## src/rtl/spi_pkg.sv

```systemverilog
// Shared types for the SPI master: controller phases and the four {cpol,cpha} modes.
package spi_pkg;

  typedef enum logic [1:0] {
    IDLE  = 2'd0,
    SETUP = 2'd1,
    XFER  = 2'd2,
    HOLD  = 2'd3
  } spi_state_e;

  localparam logic [1:0] MODE0 = 2'b00;
  localparam logic [1:0] MODE1 = 2'b01;
  localparam logic [1:0] MODE2 = 2'b10;
  localparam logic [1:0] MODE3 = 2'b11;

endpackage

```

## src/rtl/spi_clk_div.sv

```systemverilog
// Half-period timebase: a one-cycle tick every CLK_DIV enabled cycles, restartable by clr_i.
module spi_clk_div
  import spi_pkg::*;
#(
  parameter int unsigned CLK_DIV = 4
) (
  input  logic clk,
  input  logic rst_n,
  input  logic clr_i,
  input  logic en_i,
  output logic tick_o
);

  localparam int unsigned CW = $clog2(CLK_DIV + 1);
  localparam logic [CW-1:0] CNT_MAX = CW'(CLK_DIV - 1);

  logic [CW-1:0] cnt_q, cnt_d;

  always_comb begin
    cnt_d = cnt_q;
    if (clr_i) begin
      cnt_d = '0;
    end else if (en_i) begin
      cnt_d = (cnt_q == CNT_MAX) ? '0 : cnt_q + CW'(1);
    end
  end

  always_ff @(posedge clk or negedge rst_n) begin
    if (!rst_n) begin
      cnt_q <= '0;
    end else begin
      cnt_q <= cnt_d;
    end
  end

  assign tick_o = en_i && (cnt_q == CNT_MAX);

endmodule

```

## src/rtl/spi_master.sv

```systemverilog
// Full-duplex SPI master: IDLE->SETUP->XFER->HOLD controller with runtime CPOL/CPHA,
// parametrised frame width, bit order and number of chip selects.
module spi_master
  import spi_pkg::*;
#(
  parameter int unsigned DATA_W    = 8,
  parameter int unsigned CLK_DIV   = 4,
  parameter int unsigned CS_NUM    = 1,
  parameter bit          MSB_FIRST = 1'b1
) (
  input  logic                    clk,
  input  logic                    rst_n,
  input  logic                    start,
  input  logic [DATA_W-1:0]       tx_data,
  input  logic [$clog2(CS_NUM):0] cs_sel,
  input  logic                    cpol,
  input  logic                    cpha,
  output logic                    busy,
  output logic                    done,
  output logic                    err,
  output logic [DATA_W-1:0]       rx_data,
  output logic                    spi_clk,
  output logic                    spi_mosi,
  input  logic                    spi_miso,
  output logic [CS_NUM-1:0]       spi_cs_n
);

  localparam int unsigned CSW = $clog2(CS_NUM) + 1;
  localparam int unsigned HPW = $clog2(2 * DATA_W) + 1;
  localparam logic [HPW-1:0] HP_LAST  = HPW'(2 * DATA_W - 1);
  localparam logic [CSW-1:0] CS_LIMIT = CSW'(CS_NUM);

  spi_state_e state_q, state_d;

  logic              tick;
  logic              accept, reject, sample, shift, finish, xfer_tick;
  logic [1:0]        mode_q;
  logic              sclk_q, mosi_q, done_q, err_q;
  logic [DATA_W-1:0] tx_q, rx_sr_q, rx_q;
  logic [HPW-1:0]    hp_q;
  logic [CS_NUM-1:0] cs_n_q, cs_dec;

  function automatic logic head_bit(input logic [DATA_W-1:0] v);
    return MSB_FIRST ? v[DATA_W-1] : v[0];
  endfunction

  function automatic logic [DATA_W-1:0] advance(input logic [DATA_W-1:0] v);
    return MSB_FIRST ? {v[DATA_W-2:0], 1'b0} : {1'b0, v[DATA_W-1:1]};
  endfunction

  function automatic logic [DATA_W-1:0] shift_in(input logic [DATA_W-1:0] v, input logic b);
    return MSB_FIRST ? {v[DATA_W-2:0], b} : {b, v[DATA_W-1:1]};
  endfunction

  spi_clk_div #(
    .CLK_DIV(CLK_DIV)
  ) u_div (
    .clk   (clk),
    .rst_n (rst_n),
    .clr_i (accept),
    .en_i  (busy),
    .tick_o(tick)
  );

  always_ff @(posedge clk or negedge rst_n) begin
    if (!rst_n) begin
      state_q <= IDLE;
    end else begin
      state_q <= state_d;
    end
  end

  always_comb begin
    state_d = state_q;
    case (state_q)
      IDLE:    if (accept) state_d = SETUP;
      SETUP:   if (tick) state_d = XFER;
      XFER:    if (tick && (hp_q == HP_LAST)) state_d = HOLD;
      HOLD:    if (tick) state_d = IDLE;
      default: state_d = IDLE;
    endcase
  end

  // Even half-period index = leading edge; the final trailing edge shifts nothing so mosi holds.
  always_comb begin
    busy      = (state_q != IDLE);
    accept    = 1'b0;
    reject    = 1'b0;
    sample    = 1'b0;
    shift     = 1'b0;
    xfer_tick = (state_q == XFER) && tick;
    finish    = (state_q == HOLD) && tick;
    if ((state_q == IDLE) && start) begin
      if (cs_sel < CS_LIMIT) accept = 1'b1;
      else                   reject = 1'b1;
    end
    if (xfer_tick) begin
      if (!hp_q[0]) begin
        sample = (mode_q == MODE0) || (mode_q == MODE2);
        shift  = (mode_q == MODE1) || (mode_q == MODE3);
      end else begin
        sample = (mode_q == MODE1) || (mode_q == MODE3);
        shift  = ((mode_q == MODE0) || (mode_q == MODE2)) && (hp_q != HP_LAST);
      end
    end
  end

  always_comb begin
    cs_dec = '1;
    for (int i = 0; i < CS_NUM; i++) begin
      if (cs_sel == CSW'(i)) cs_dec[i] = 1'b0;
    end
  end

  always_ff @(posedge clk or negedge rst_n) begin
    if (!rst_n) begin
      mode_q  <= '0;
      sclk_q  <= 1'b0;
      mosi_q  <= 1'b0;
      tx_q    <= '0;
      rx_sr_q <= '0;
      rx_q    <= '0;
      hp_q    <= '0;
      cs_n_q  <= '1;
      done_q  <= 1'b0;
      err_q   <= 1'b0;
    end else begin
      done_q <= finish;
      err_q  <= reject;
      if (accept) begin
        mode_q <= {cpol, cpha};
        sclk_q <= cpol;
        hp_q   <= '0;
        cs_n_q <= cs_dec;
        if (cpha) begin
          tx_q <= tx_data;
        end else begin
          mosi_q <= head_bit(tx_data);
          tx_q   <= advance(tx_data);
        end
      end
      if (xfer_tick) begin
        sclk_q <= ~sclk_q;
        hp_q   <= hp_q + HPW'(1);
      end
      if (shift) begin
        mosi_q <= head_bit(tx_q);
        tx_q   <= advance(tx_q);
      end
      if (sample) rx_sr_q <= shift_in(rx_sr_q, spi_miso);
      if (finish) begin
        rx_q   <= rx_sr_q;
        cs_n_q <= '1;
      end
    end
  end

  assign done     = done_q;
  assign err      = err_q;
  assign rx_data  = rx_q;
  assign spi_clk  = sclk_q;
  assign spi_mosi = mosi_q;
  assign spi_cs_n = cs_n_q;

endmodule

```

## config.mk

```make
export PLATFORM = sky130hd
export DESIGN_NAME = spi_master
export DESIGN_NICKNAME = d
export VERILOG_FILES = /design/src/rtl/spi_pkg.sv /design/src/rtl/spi_clk_div.sv /design/src/rtl/spi_master.sv
export SDC_FILE = /design/constraint.sdc
export NUM_CORES = 1
export LEC_CHECK = 0
export CORE_ASPECT_RATIO = 0.8
export CORE_MARGIN = 3
export CORE_UTILIZATION = 50
export CTS_BUF_LIST = sky130_fd_sc_hd__clkbuf_8
export DETAILED_ROUTE_END_ITERATION = 12
export PLACE_DENSITY = 0.78
export SLEW_MARGIN = 20
export SYNTH_ARGS = -nofsm -noshare
export SYNTH_HDL_FRONTEND = slang
export SYNTH_SLANG_ARGS = --single-unit
```

## constraint.sdc

```tcl
create_clock -name clk -period 2.15 [get_ports clk]
set_input_delay 0.43 -clock clk [delete_from_list [all_inputs] [get_ports clk]]
set_output_delay 0.43 -clock clk [all_outputs]
set_load 0.01 [all_outputs]
```

==> summary.txt, run 1 <==
Outcome
  • Outcome: complete, no violations

Clock network
  • Clock slew at reported path FFs: 0.08 ns
  • Maximum level of the CTS H-tree: 2
  • Buffers from clock root to sink, at most: 2
  • CTS root buffer: sky130_fd_sc_hd__clkbuf_8
  • Clock insertion delay at the later pin of the skew report: 0.30 ns
  • Hold-fix buffers at CTS: 0
  • Number of buffers added by the clock tree synthesis step: 5
  • TritonCTS clock tree: done
  • Clock net sink count: 40

Floorplan
  • Area of the die: 4680 sq um
  • Number of cell rows: 19
  • Area of the placeable core: 3590 sq um
  • Number of ports placed on the die boundary: 29
  • Die Span X: 75.7 um
  • Initial cell density of the core: 54.2%
  • Die span in y: 61.8 um

Timing
  • Setup TNS: 0 ns
  • # setup viols final: 0
  • Hold Violations, Final: 0
  • Fmax: 0.469 GHz
  • Worst setup skew after layout: 0.00546 ns
  • RSZ-0062 raised after global routing: yes
  • Worst hold slack after final layout: 0.0391 ns
  • Shortest clock period the worst path allows after layout: 2.13 ns
  • Post-route clock period utilization: 99.1%
  • Final number of max-transition violations: 0
  • Relative slew slack: 65.3%
  • Transition time at the pin with the least slew margin: 0.520 ns

Route
  • DR pass1 iterations: 4
  • Avg Vias per Cell: 5.31
  • Detailed Route WL: 3680 um
  • Antenna-violating nets left: 0
  • DR iter-0 viols: 60
  • Via count of the routed design: 1312
  • Mean routed wirelength per cell: 14.9 um
  • Remaining design rule violation count: 0

Setup path
  • Cell family contributing the most delay on the critical path: simple AND/OR/NAND/NOR gates
  • Biggest cell delay along the critical path: 0.40 ns
  • Library cell appearing most often on the critical path: sky130_fd_sc_hd__ha_2
  • CP max stage cell: sky130_fd_sc_hd__or4bb_1
  • Worst setup SP type: register
  • Critical path, cell by cell: ha_2 > and3_1 > ha_2 > or4bb_1 > a222oi_1 > buf_4 > mux2_1
  • Largest fanout of any net on the critical path: 3
  • Setup CP Type: register to register
  • Total buffers and inverters traversed by the critical path: 1
  • Data required time at the worst endpoint: 2.34 ns
  • Capturing element type of the critical path: register
  • Worst Path Arrival: 2.32 ns

Synthesis
  • Compound-gate portion of the synthesized area: 6.43%
  • Fraction of post-synthesis cell area in the top cell type by area: 50.2%
  • Arithmetic-cell share of the synthesized area counting full adders, half adders and majority gates: 5.14%
  • Dominant cells by area after synthesis: sky130_fd_sc_hd__dfrtp_1, sky130_fd_sc_hd__mux2_2, sky130_fd_sc_hd__ha_1
  • Mux contribution to synthesized area: 23.7%
  • Count of cell types in the netlist: 40
  • Proportion of register bits with asynchronous set or reset after synthesis: 100%
  • Flop and latch count out of synthesis: 40
  • Count of mapped cells out of synthesis: 153
  • Cell type with the largest total area after synthesis: sky130_fd_sc_hd__dfrtp_1
  • Fraction of synthesized cell area in xor and xnor cells: 0.450%
  • Area of the mapped netlist: 1950 sq um
  • Synthesized-area fraction occupied by and/or/nand/nor cells: 9.65%
  • Synthesized netlist net count: 176
  • Sequential area share after synthesis: 51.5%
  • Count of flip-flops with a built-in enable after synthesis: 0
  • Main synth FF type: sky130_fd_sc_hd__dfrtp_1
  • Combinational family with the most area after synthesis: multiplexers
  • Mean post-synth cell area: 12.7 sq um
  • Yosys warns: 0

GRT
  • Number of antenna violations at the first check in global routing: 0
  • Final global-route overflow total: 0
  • Via count of the first global-routing pass: 1340
  • First-pass GRT wire length: 6150 um
  • Pin count of the biggest net entering global routing: 18
  • Total routing usage reported by global routing: 17.9%

Finish
  • Fraction of final layout cells sized beyond drive strength 1: 31.3%
  • Area delta synth->final: 27.7%
  • Total area of multi-input combinational cells: 900 sq um
  • Total Nets Final: 217
  • Diode count: 0
  • Fill cells: 243
  • Leading cell type in the layout, fill and taps excluded: sky130_fd_sc_hd__dfrtp_1
  • Most used cells in the layout excluding fill and tap cells: sky130_fd_sc_hd__dfrtp_1, sky130_fd_sc_hd__mux2_2, sky130_fd_sc_hd__clkdlybuf4s50_1
  • Sequential Area: 1000 sq um

Pwr
  • Lkg Pwr: 1.14 nW
  • IR Drop Worst-Case VDD: 0.000454 V
  • Power density of the placed cells: 589 nW/um^2

Placed design
  • Placer Congestion: 0.863
  • Detail Placement HPWL: 2680 um
  • Count of input and output buffers: 28

Run
  • MaxCap Viol Count: 0

Hold path
  • Classification of the worst-slack hold path: input pin to async pin
[report_power, final]
part,leakage [nW],switching [mW],internal (mW)
combinational,0.559,0.0298,0.0390
clock,0.0548,0.284,0.350
sequential,0.526,0.00371,0.757
total,1.14,0.318,1.15
[state kept, by name (all words and copies together) (netlist names), 2 cells and up]
signal	cells
u_div.cnt_q	3
rx_sr_q	8
state_q	2
rx_data	8
tx_q	8
hp_q	5
[metal layers]
metal / up-vias / GRT usage, % / wire, um
met5: - / 0 / 0
met4: 0 / 8.23 / 65
met3: 7 / 4.34 / 112
met2: 27 / 28.4 / 1780
met1: 648 / 23.5 / 1730
li1: 630 / - / -
[synthesized netlist by cell type, types with 2 or more instances]
cell type                  number
sky130_fd_sc_hd__dfrtp_1       39
sky130_fd_sc_hd__mux2_2        31
sky130_fd_sc_hd__mux2i_1       10
sky130_fd_sc_hd__inv_1          9
sky130_fd_sc_hd__ha_1           8
sky130_fd_sc_hd__nand3_1        5
sky130_fd_sc_hd__buf_2          4
sky130_fd_sc_hd__nand2_1        4
sky130_fd_sc_hd__nor2_1         4
sky130_fd_sc_hd__o21ai_0        4
sky130_fd_sc_hd__a21oi_1        3
sky130_fd_sc_hd__a21o_1         2
sky130_fd_sc_hd__and3_1         2
sky130_fd_sc_hd__clkbuf_1       2
[kinds of logic after synthesis]
family,count (synthesis)
buffers and inverters,15
AO/OA/AOI/OAI,18
adder cells (fa/ha/maj),8
XOR/XNOR,1
flip-flops,40
multiplexers,42
AND/OR/NAND/NOR,29
[final cells by class]
type                       count  share of cell area (%)
inverter                       9                    1.36
multi-input combinational     98                    36.2
timing repair buffer          40                    14.8
clock inverter                 3                    1.86
tap                           52                    2.62
clock buffer                   5                    2.77
sequential                    40                    40.4
[worst paths after layout]
path	start	endpoint	slack (ns)	cells past startpoint
min in group clk	u_div.cnt_q[0]$_DFFE_PN0P_	u_div.cnt_q[0]$_DFFE_PN0P_	0.48	1
hold / removal	rst_n	rx_sr_q[6]$_DFFE_PN0P_	0.04	1
setup / recovery	hp_q[1]$_DFFE_PN0P_	state_q[1]$_DFFE_PN0P_	0.02	7
max in group asynchronous	rst_n	spi_cs_n$_DFFE_PN1P_	1.55	2
setup reg to reg	hp_q[1]$_DFFE_PN0P_	state_q[1]$_DFFE_PN0P_	0.02	7
hold reg to reg	u_div.cnt_q[0]$_DFFE_PN0P_	u_div.cnt_q[0]$_DFFE_PN0P_	0.48	1
[metrics by stage]
stage               power [mW]  setup slack (ns)  std cells  instance area [sq um]  util (%)
CTS                       1.47            0.0254        246                   2470      68.9
global route              1.51           -0.0480        247                   2480      69.2
detailed placement       0.846           -0.0184        236                   2330      64.8
floorplan                0.795            0.0389        153                   1950         -
finish                    1.46            0.0200        247                   2480      69.2
global placement         0.843            0.0708        236                   2330      64.8
[timing repair]
action	CTS	global route
pin swaps	3	1
buffers inserted	2	1
resized for setup	4	1
endpoints found under the setup margin	2	3
No activity file was read; power rests on OpenSTA's default activity.
==> inputs of run 2 (changes only) <==
CORE_UTILIZATION = 56   (was 50)
PLACE_DENSITY = 0.82   (was 0.78)
clock period = 2.12 ns   (was 2.15 ns; I/O delays follow)
==> summary.txt, run 2 (synthesis results as in run 1) <==
GRT
  • Total routing usage reported by global routing: 18.1% (+0.16 points)
  • First-pass GRT wire length: 5910 um (-3.9%)
  • Final global-route overflow total: 0 (unchanged)
  • Pin count of the biggest net entering global routing: 28 (+10)
  • Number of antenna violations at the first check in global routing: 0 (unchanged)
  • Via count of the first global-routing pass: 1352 (+0.90%)

Placed design
  • Number of placed instances, taps included: 224 (-5.1%)
  • Post-Place Worst Slack: -0.0621 ns (-0.0436 ns)
  • Detail Placement HPWL: 2670 um (-0.17%)
  • Count of input and output buffers: 28 (unchanged)
  • Placer Congestion: 0.775 (-10%)

Pwr
  • Clock network fraction of total power: 37.2% (-6.1 points)
  • Cell-internal power: 1.07 mW (-6.9%)
  • Sequential power share: 57.7% (+5.7 points)
  • Power after layout: 1.34 mW (-8.5%)
  • Power density of the placed cells: 543 nW/um^2 (-7.9%)
  • Switching power as a share of total power: 20.3% (-1.4 points)
  • IR Drop Worst-Case VDD: 0.000439 V (-3.4%)
  • Lkg Pwr: 1.15 nW (+0.46%)
  • Share of power burned in combinational logic: 5.1% (+0.4 points)
  • Switching power total: 272 uW (-14%)

Timing
  • Worst setup skew after layout: 0.00367 ns (-0.00179 ns)
  • Fmax: 0.472 GHz (+0.46%)
  • RSZ-0062 raised after global routing: yes
  • Shortest clock period the worst path allows after layout: 2.12 ns (-0.00975 ns)
  • Transition time at the pin with the least slew margin: 0.575 ns (+0.0547 ns)
  • Post-route clock period utilization: 100% (+0.94 points)
  • Final number of max-transition violations: 0 (unchanged)
  • Worst hold slack after final layout: 0.133 ns (+0.0939 ns)
  • # setup viols final: 1 (+1)
  • Worst Slack Setup Final: -0.000215 ns (-0.0203 ns)
  • Hold Violations, Final: 0 (unchanged)
  • Relative slew slack: 61.7% (-3.6 points)

Outcome
  • Outcome: finished, violations left
  • Failing checks: setup timing

Floorplan
  • Die span in y: 58.7 um (-5.0%)
  • Number of ports placed on the die boundary: 29 (unchanged)
  • Initial cell density of the core: 60.8% (+6.6 points)
  • Area of the placeable core: 3200 sq um (-11%)
  • Number of cell rows: 18 (-1)
  • Area of the die: 4220 sq um (-9.8%)
  • Die Span X: 71.9 um (-5.1%)

Route
  • DR iter-0 viols: 44 (-27%)
  • Antenna-violating nets left: 0 (unchanged)
  • Avg Vias per Cell: 5.42 (+2.1%)
  • Mean routed wirelength per cell: 15.0 um (+0.66%)
  • Remaining design rule violation count: 0 (unchanged)
  • Via count of the routed design: 1280 (-2.4%)
  • DR pass1 iterations: 4 (unchanged)
  • Detailed Route WL: 3540 um (-3.8%)

Finish
  • Most used cells in the layout excluding fill and tap cells: sky130_fd_sc_hd__dfrtp_1, sky130_fd_sc_hd__mux2_2, sky130_fd_sc_hd__clkdlybuf4s50_1
  • Total Nets Final: 218 (+0.46%)
  • Diode count: 0 (unchanged)
  • Sequential Area: 1000 sq um (unchanged)
  • Total area of multi-input combinational cells: 918 sq um (+2.1%)
  • Leading cell type in the layout, fill and taps excluded: sky130_fd_sc_hd__dfrtp_1
  • Final standard cell count with taps included and fillers excluded: 236 (-4.5%)
  • Area delta synth->final: 26.9%
  • Fraction of final layout cells sized beyond drive strength 1: 32.7% (+1.4 points)
  • Fill cells: 217 (-11%)
  • Fin util: 77.2% (+8.0 points)

Setup path
  • Capturing element type of the critical path: register
  • Depth of the most critical reg-to-reg path: 7 (unchanged)
  • Worst setup SP type: register
  • Setup CP Type: register to register
  • Reg-to-reg critical path startpoint: hp_q[0]$_DFFE_PN0P_
  • Data required time at the worst endpoint: 2.29 ns (-0.05 ns)
  • Reg2Reg Setup Slack: -0.0002 ns (-0.02 ns)
  • Worst Path Arrival: 2.29 ns (-0.03 ns)
  • Worst r2r dst: state_q[1]$_DFFE_PN0P_
  • Largest fanout of any net on the critical path: 3 (unchanged)

Clock network
  • TritonCTS clock tree: done
  • Number of buffers added by the clock tree synthesis step: 5 (unchanged)
  • Clock insertion delay at the later pin of the skew report: 0.28 ns (-0.02 ns)
  • CTS root buffer: sky130_fd_sc_hd__clkbuf_8
  • Buffers from clock root to sink, at most: 2 (unchanged)
  • Clock slew at reported path FFs: 0.07 ns (about the same)
  • Clock net sink count: 40 (unchanged)
  • Maximum level of the CTS H-tree: 2 (unchanged)
  • Hold-fix buffers at CTS: 0 (unchanged)

Hold path
  • Classification of the worst-slack hold path: input pin to async pin

Run
  • MaxCap Viol Count: 0 (unchanged)
run 2: cell count changes in the layout (fill, tap and decap cells not counted):
cell and delta:
sky130_fd_sc_hd__clkinv_2 +2, sky130_fd_sc_hd__and3_1 -1, sky130_fd_sc_hd__and3_4 +1, sky130_fd_sc_hd__buf_4 +1, sky130_fd_sc_hd__bufinv_16 -1, sky130_fd_sc_hd__clkbuf_8 +1
sky130_fd_sc_hd__clkinvlp_4 -1, sky130_fd_sc_hd__dlygate4sd2_1 +1, sky130_fd_sc_hd__dlymetal6s2s_1 -1, sky130_fd_sc_hd__ha_2 -1, sky130_fd_sc_hd__ha_4 +1, sky130_fd_sc_hd__inv_6 -1
sky130_fd_sc_hd__mux2_1 -1, sky130_fd_sc_hd__mux2_4 +1
run 2: stage by stage:
stage                     instance area [sq um]   TNS (ns)
after floorplan                            1950          0
after global placement                     2310          0
after detailed placement                   2310    -0.0924
after CTS                                  2430          0
after global routing                       2470    -0.0929
final                                      2470  -0.000215
run 2: metal layers:
layer | part of all wire (%) | global-route usage [%]
met4 | 0.37 | 4.83
met1 | 45 | 22.7
met5 | 0 | 0
met2 | 51 | 31.7
met3 | 4.0 | 4.27
run 2: repair_timing:
| action | CTS | global route |
|---|---|---|
| setup endpoints to repair | 3 | 2 |
| resized for setup | 4 | 4 |
| hold endpoints to repair | 0 | 0 |
| setup buffers | 2 | 2 |
| pin swaps | 3 | 1 |
run 2: worst max path at each step:
stage / from / endpoint / slack [ns] / cells after the start
after floorplan: hp_q[0]$_DFFE_PN0P_ / state_q[1]$_DFFE_PN0P_ / 0.009 / 6
after global placement: hp_q[1]$_DFFE_PN0P_ / state_q[1]$_DFFE_PN0P_ / 0.04 / 6
after detailed placement: state_q[1]$_DFFE_PN0P_ / state_q[1]$_DFFE_PN0P_ / -0.06 / 5
after CTS: hp_q[0]$_DFFE_PN0P_ / state_q[1]$_DFFE_PN0P_ / 0.006 / 6
after global routing: hp_q[0]$_DFFE_PN0P_ / state_q[1]$_DFFE_PN0P_ / -0.07 / 7
final: hp_q[0]$_DFFE_PN0P_ / state_q[1]$_DFFE_PN0P_ / -0.0002 / 7
run 2: power groups by stage:
stage	registers, mW	clock network, mW	logic (mW)
final	0.773	0.498	0.0684
after global placement	0.787	0	0.0678
after global routing	0.773	0.556	0.0770
after floorplan	0.786	0	0.0204
after CTS	0.772	0.520	0.0706
after detailed placement	0.787	0	0.0703
run 2: cell type report:
class | instances | share of cell area, %
clock buffers | 6 | 3.35
clock inverters | 2 | 0.405
inverters | 9 | 1.37
multi-input cells | 98 | 37.2
flip-flops and latches | 40 | 40.6
well taps | 40 | 2.03
repair buffers | 41 | 15.1
run 2: critical path, stage by stage (launching register included):
cell and delay, ns:
sky130_fd_sc_hd__dfrtp_1 0.36, sky130_fd_sc_hd__ha_2 0.21, sky130_fd_sc_hd__and3_4 0.20, sky130_fd_sc_hd__ha_4 0.12, sky130_fd_sc_hd__or4bb_1 0.40, sky130_fd_sc_hd__a222oi_1 0.24
sky130_fd_sc_hd__buf_4 0.18, sky130_fd_sc_hd__mux2_4 0.30
==> inputs of run 3 (changes only) <==
CORE_UTILIZATION = 25   (was 56)
PLACE_DENSITY = not set   (was 0.82)
==> summary.txt, run 3 (synthesis results as in run 1) <==
Pwr
  • IR Drop Worst-Case VDD: 0.000318 V (-28%)
  • Lkg Pwr: 1.17 nW (+1.8%)
  • Power after layout: 1.49 mW (+11%)
  • Power density of the placed cells: 571 nW/um^2 (+5.2%)

Finish
  • Final standard cell count with taps included and fillers excluded: 305 (+29%)
  • Leading cell type in the layout, fill and taps excluded: sky130_fd_sc_hd__dfrtp_1
  • Area delta synth->final: 34.1%
  • Most used cells in the layout excluding fill and tap cells: sky130_fd_sc_hd__dfrtp_1, sky130_fd_sc_hd__mux2_2, sky130_fd_sc_hd__clkdlybuf4s50_1
  • Diode count: 0 (unchanged)
  • Total Nets Final: 222 (+1.8%)
  • Post-route standard cell area excluding fillers: 2610 sq um (+5.7%)
  • Fill cells: 751 (+250%)
  • Fraction of final layout cells sized beyond drive strength 1: 34.0% (+1.3 points)

GRT
  • Met1 usage in global routing: 13.4% (-9.4 points)
  • Met2 GRT Util: 12.0% (-20 points)
  • Pin count of the biggest net entering global routing: 41 (+46%)
  • First-pass GRT wire length: 6420 um (+8.5%)
  • Gr busiest metal: met1
  • Via count of the first global-routing pass: 1339 (-0.96%)
  • Final global-route overflow total: 0 (unchanged)
  • Number of antenna violations at the first check in global routing: 0 (unchanged)
  • Total routing usage reported by global routing: 8.91% (-9.2 points)
  • Global Route met3 Usage: 3.19% (-1.1 points)

Route
  • Via count of the routed design: 1312 (+2.5%)
  • DR pass1 iterations: 6 (+2)
  • Mean routed wirelength per cell: 12.7 um (-15%)
  • Antenna-violating nets left: 0 (unchanged)
  • DR iter-0 viols: 54 (+23%)
  • Avg Vias per Cell: 4.30 (-21%)
  • Detailed Route WL: 3880 um (+9.5%)
  • Remaining design rule violation count: 0 (unchanged)

Placed design
  • Count of input and output buffers: 28 (unchanged)
  • Number of placed instances, taps included: 291 (+30%)
  • Post-Place Worst Slack: -0.0223 ns (+0.0398 ns)
  • Placed instance area: 2410 sq um (+4.2%)
  • Detail Placement HPWL: 2630 um (-1.6%)
  • Placer Congestion: 0.741 (-4.4%)

Setup path
  • Setup CP Type: register to register
  • Worst Path Arrival: 2.25 ns (-0.04 ns)
  • Depth of the most critical reg-to-reg path: 6 (-1)
  • Data required time at the worst endpoint: 2.30 ns (about the same)
  • Worst setup SP type: register
  • Capturing element type of the critical path: register
  • Largest fanout of any net on the critical path: 2 (-1)
  • Reg2Reg Setup Slack: 0.05 ns (+0.05 ns)

Floorplan
  • Number of cell rows: 28 (+10)
  • Die Span X: 105 um (+46%)
  • Number of ports placed on the die boundary: 29 (unchanged)
  • Initial cell density of the core: 26.1% (-35 points)
  • Area of the placeable core: 7460 sq um (+130%)
  • Die span in y: 84.9 um (+45%)
  • Area of the die: 8880 sq um (+110%)

Timing
  • # setup viols final: 0 (-1)
  • Fmax: 0.483 GHz (+2.4%)
  • Post-route clock period utilization: 97.6% (-2.4 points)
  • Relative slew slack: 64.7% (+3.0 points)
  • Transition time at the pin with the least slew margin: 0.529 ns (-0.0454 ns)
  • Final number of max-transition violations: 0 (unchanged)
  • Worst setup skew after layout: 0.00701 ns (+0.00334 ns)
  • Hold Violations, Final: 0 (unchanged)
  • RSZ-0062 raised after global routing: yes
  • Shortest clock period the worst path allows after layout: 2.07 ns (-0.0504 ns)
  • Setup TNS: 0 ns (+0.000215 ns)
  • Worst Slack Setup Final: 0.0502 ns (+0.0504 ns)

Clock network
  • Clock insertion delay at the later pin of the skew report: 0.29 ns (about the same)
  • Clock slew at reported path FFs: 0.09 ns (+0.02 ns)
  • Maximum level of the CTS H-tree: 2 (unchanged)
  • Buffers from clock root to sink, at most: 2 (unchanged)
  • Clock net sink count: 40 (unchanged)
  • CTS root buffer: sky130_fd_sc_hd__clkbuf_8
  • Number of buffers added by the clock tree synthesis step: 5 (unchanged)
  • TritonCTS clock tree: done

Outcome
  • Outcome: complete, no violations

Run
  • MaxCap Viol Count: 0 (unchanged)

Hold path
  • Classification of the worst-slack hold path: input pin to async pin
## run 3: final cells by class
cell class	instances	area (sq um)	share of cell area [%]
flip-flops and latches	40	1000	38.4
multi-input cells	98	921	35.3
repair buffers	45	405	15.5
well taps	105	131	5.04
clock buffers	5	68.8	2.64
clock inverters	3	46.3	1.77
inverters	9	33.8	1.29
## run 3: report_power, final
part / switching (mW) / internal, mW / total [mW]
sequential: 0.00396 / 0.768 / 0.772
combinational: 0.0306 / 0.0383 / 0.0689
clock: 0.293 / 0.355 / 0.648
## run 3: repair_timing
item,CTS,global route
endpoints found under the setup margin,2,3
gates resized for setup,5,3
pin swaps,3,3
buffers inserted,3,3
hold buffers,0,0
## run 3: worst paths after layout
| check | end | from |
|---|---|---|
| max | state_q[1]$_DFFE_PN0P_ | hp_q[0]$_DFFE_PN0P_ |
| min | err$_DFF_PN0_ | rst_n |
| max reg2reg | state_q[1]$_DFFE_PN0P_ | hp_q[0]$_DFFE_PN0P_ |
| min reg2reg | u_div.cnt_q[0]$_DFFE_PN0P_ | u_div.cnt_q[0]$_DFFE_PN0P_ |
| max in group asynchronous | spi_cs_n$_DFFE_PN1P_ | rst_n |
| min in group clk | u_div.cnt_q[0]$_DFFE_PN0P_ | u_div.cnt_q[0]$_DFFE_PN0P_ |
## run 3: worst max-delay path, cell delays in order (launching register included)
cell                       delay (ns)
sky130_fd_sc_hd__dfrtp_1         0.37
sky130_fd_sc_hd__ha_2            0.18
sky130_fd_sc_hd__and3_4          0.19
sky130_fd_sc_hd__ha_4            0.12
sky130_fd_sc_hd__or4bb_1         0.38
sky130_fd_sc_hd__a222oi_1        0.34
sky130_fd_sc_hd__mux2_1          0.38
## run 3: through the flow
| step | hold WS [ns] | utilization (%) |
|---|---|---|
| 2_1_floorplan | 0.128 | - |
| 3_5_place_dp | 0.481 | 32.3 |
| 6_report | 0.177 | 35.0 |
| 3_3_place_gp | 0.473 | 32.3 |
| 4_1_cts | 0.211 | 34.4 |
| 5_1_grt | 0.230 | 35.0 |
## run 3: layer usage
layer	routed length, um	up-vias
met2	1600	37
li1	-	644
met3	221	2
met4	15	0
met1	2050	629
met5	0	-
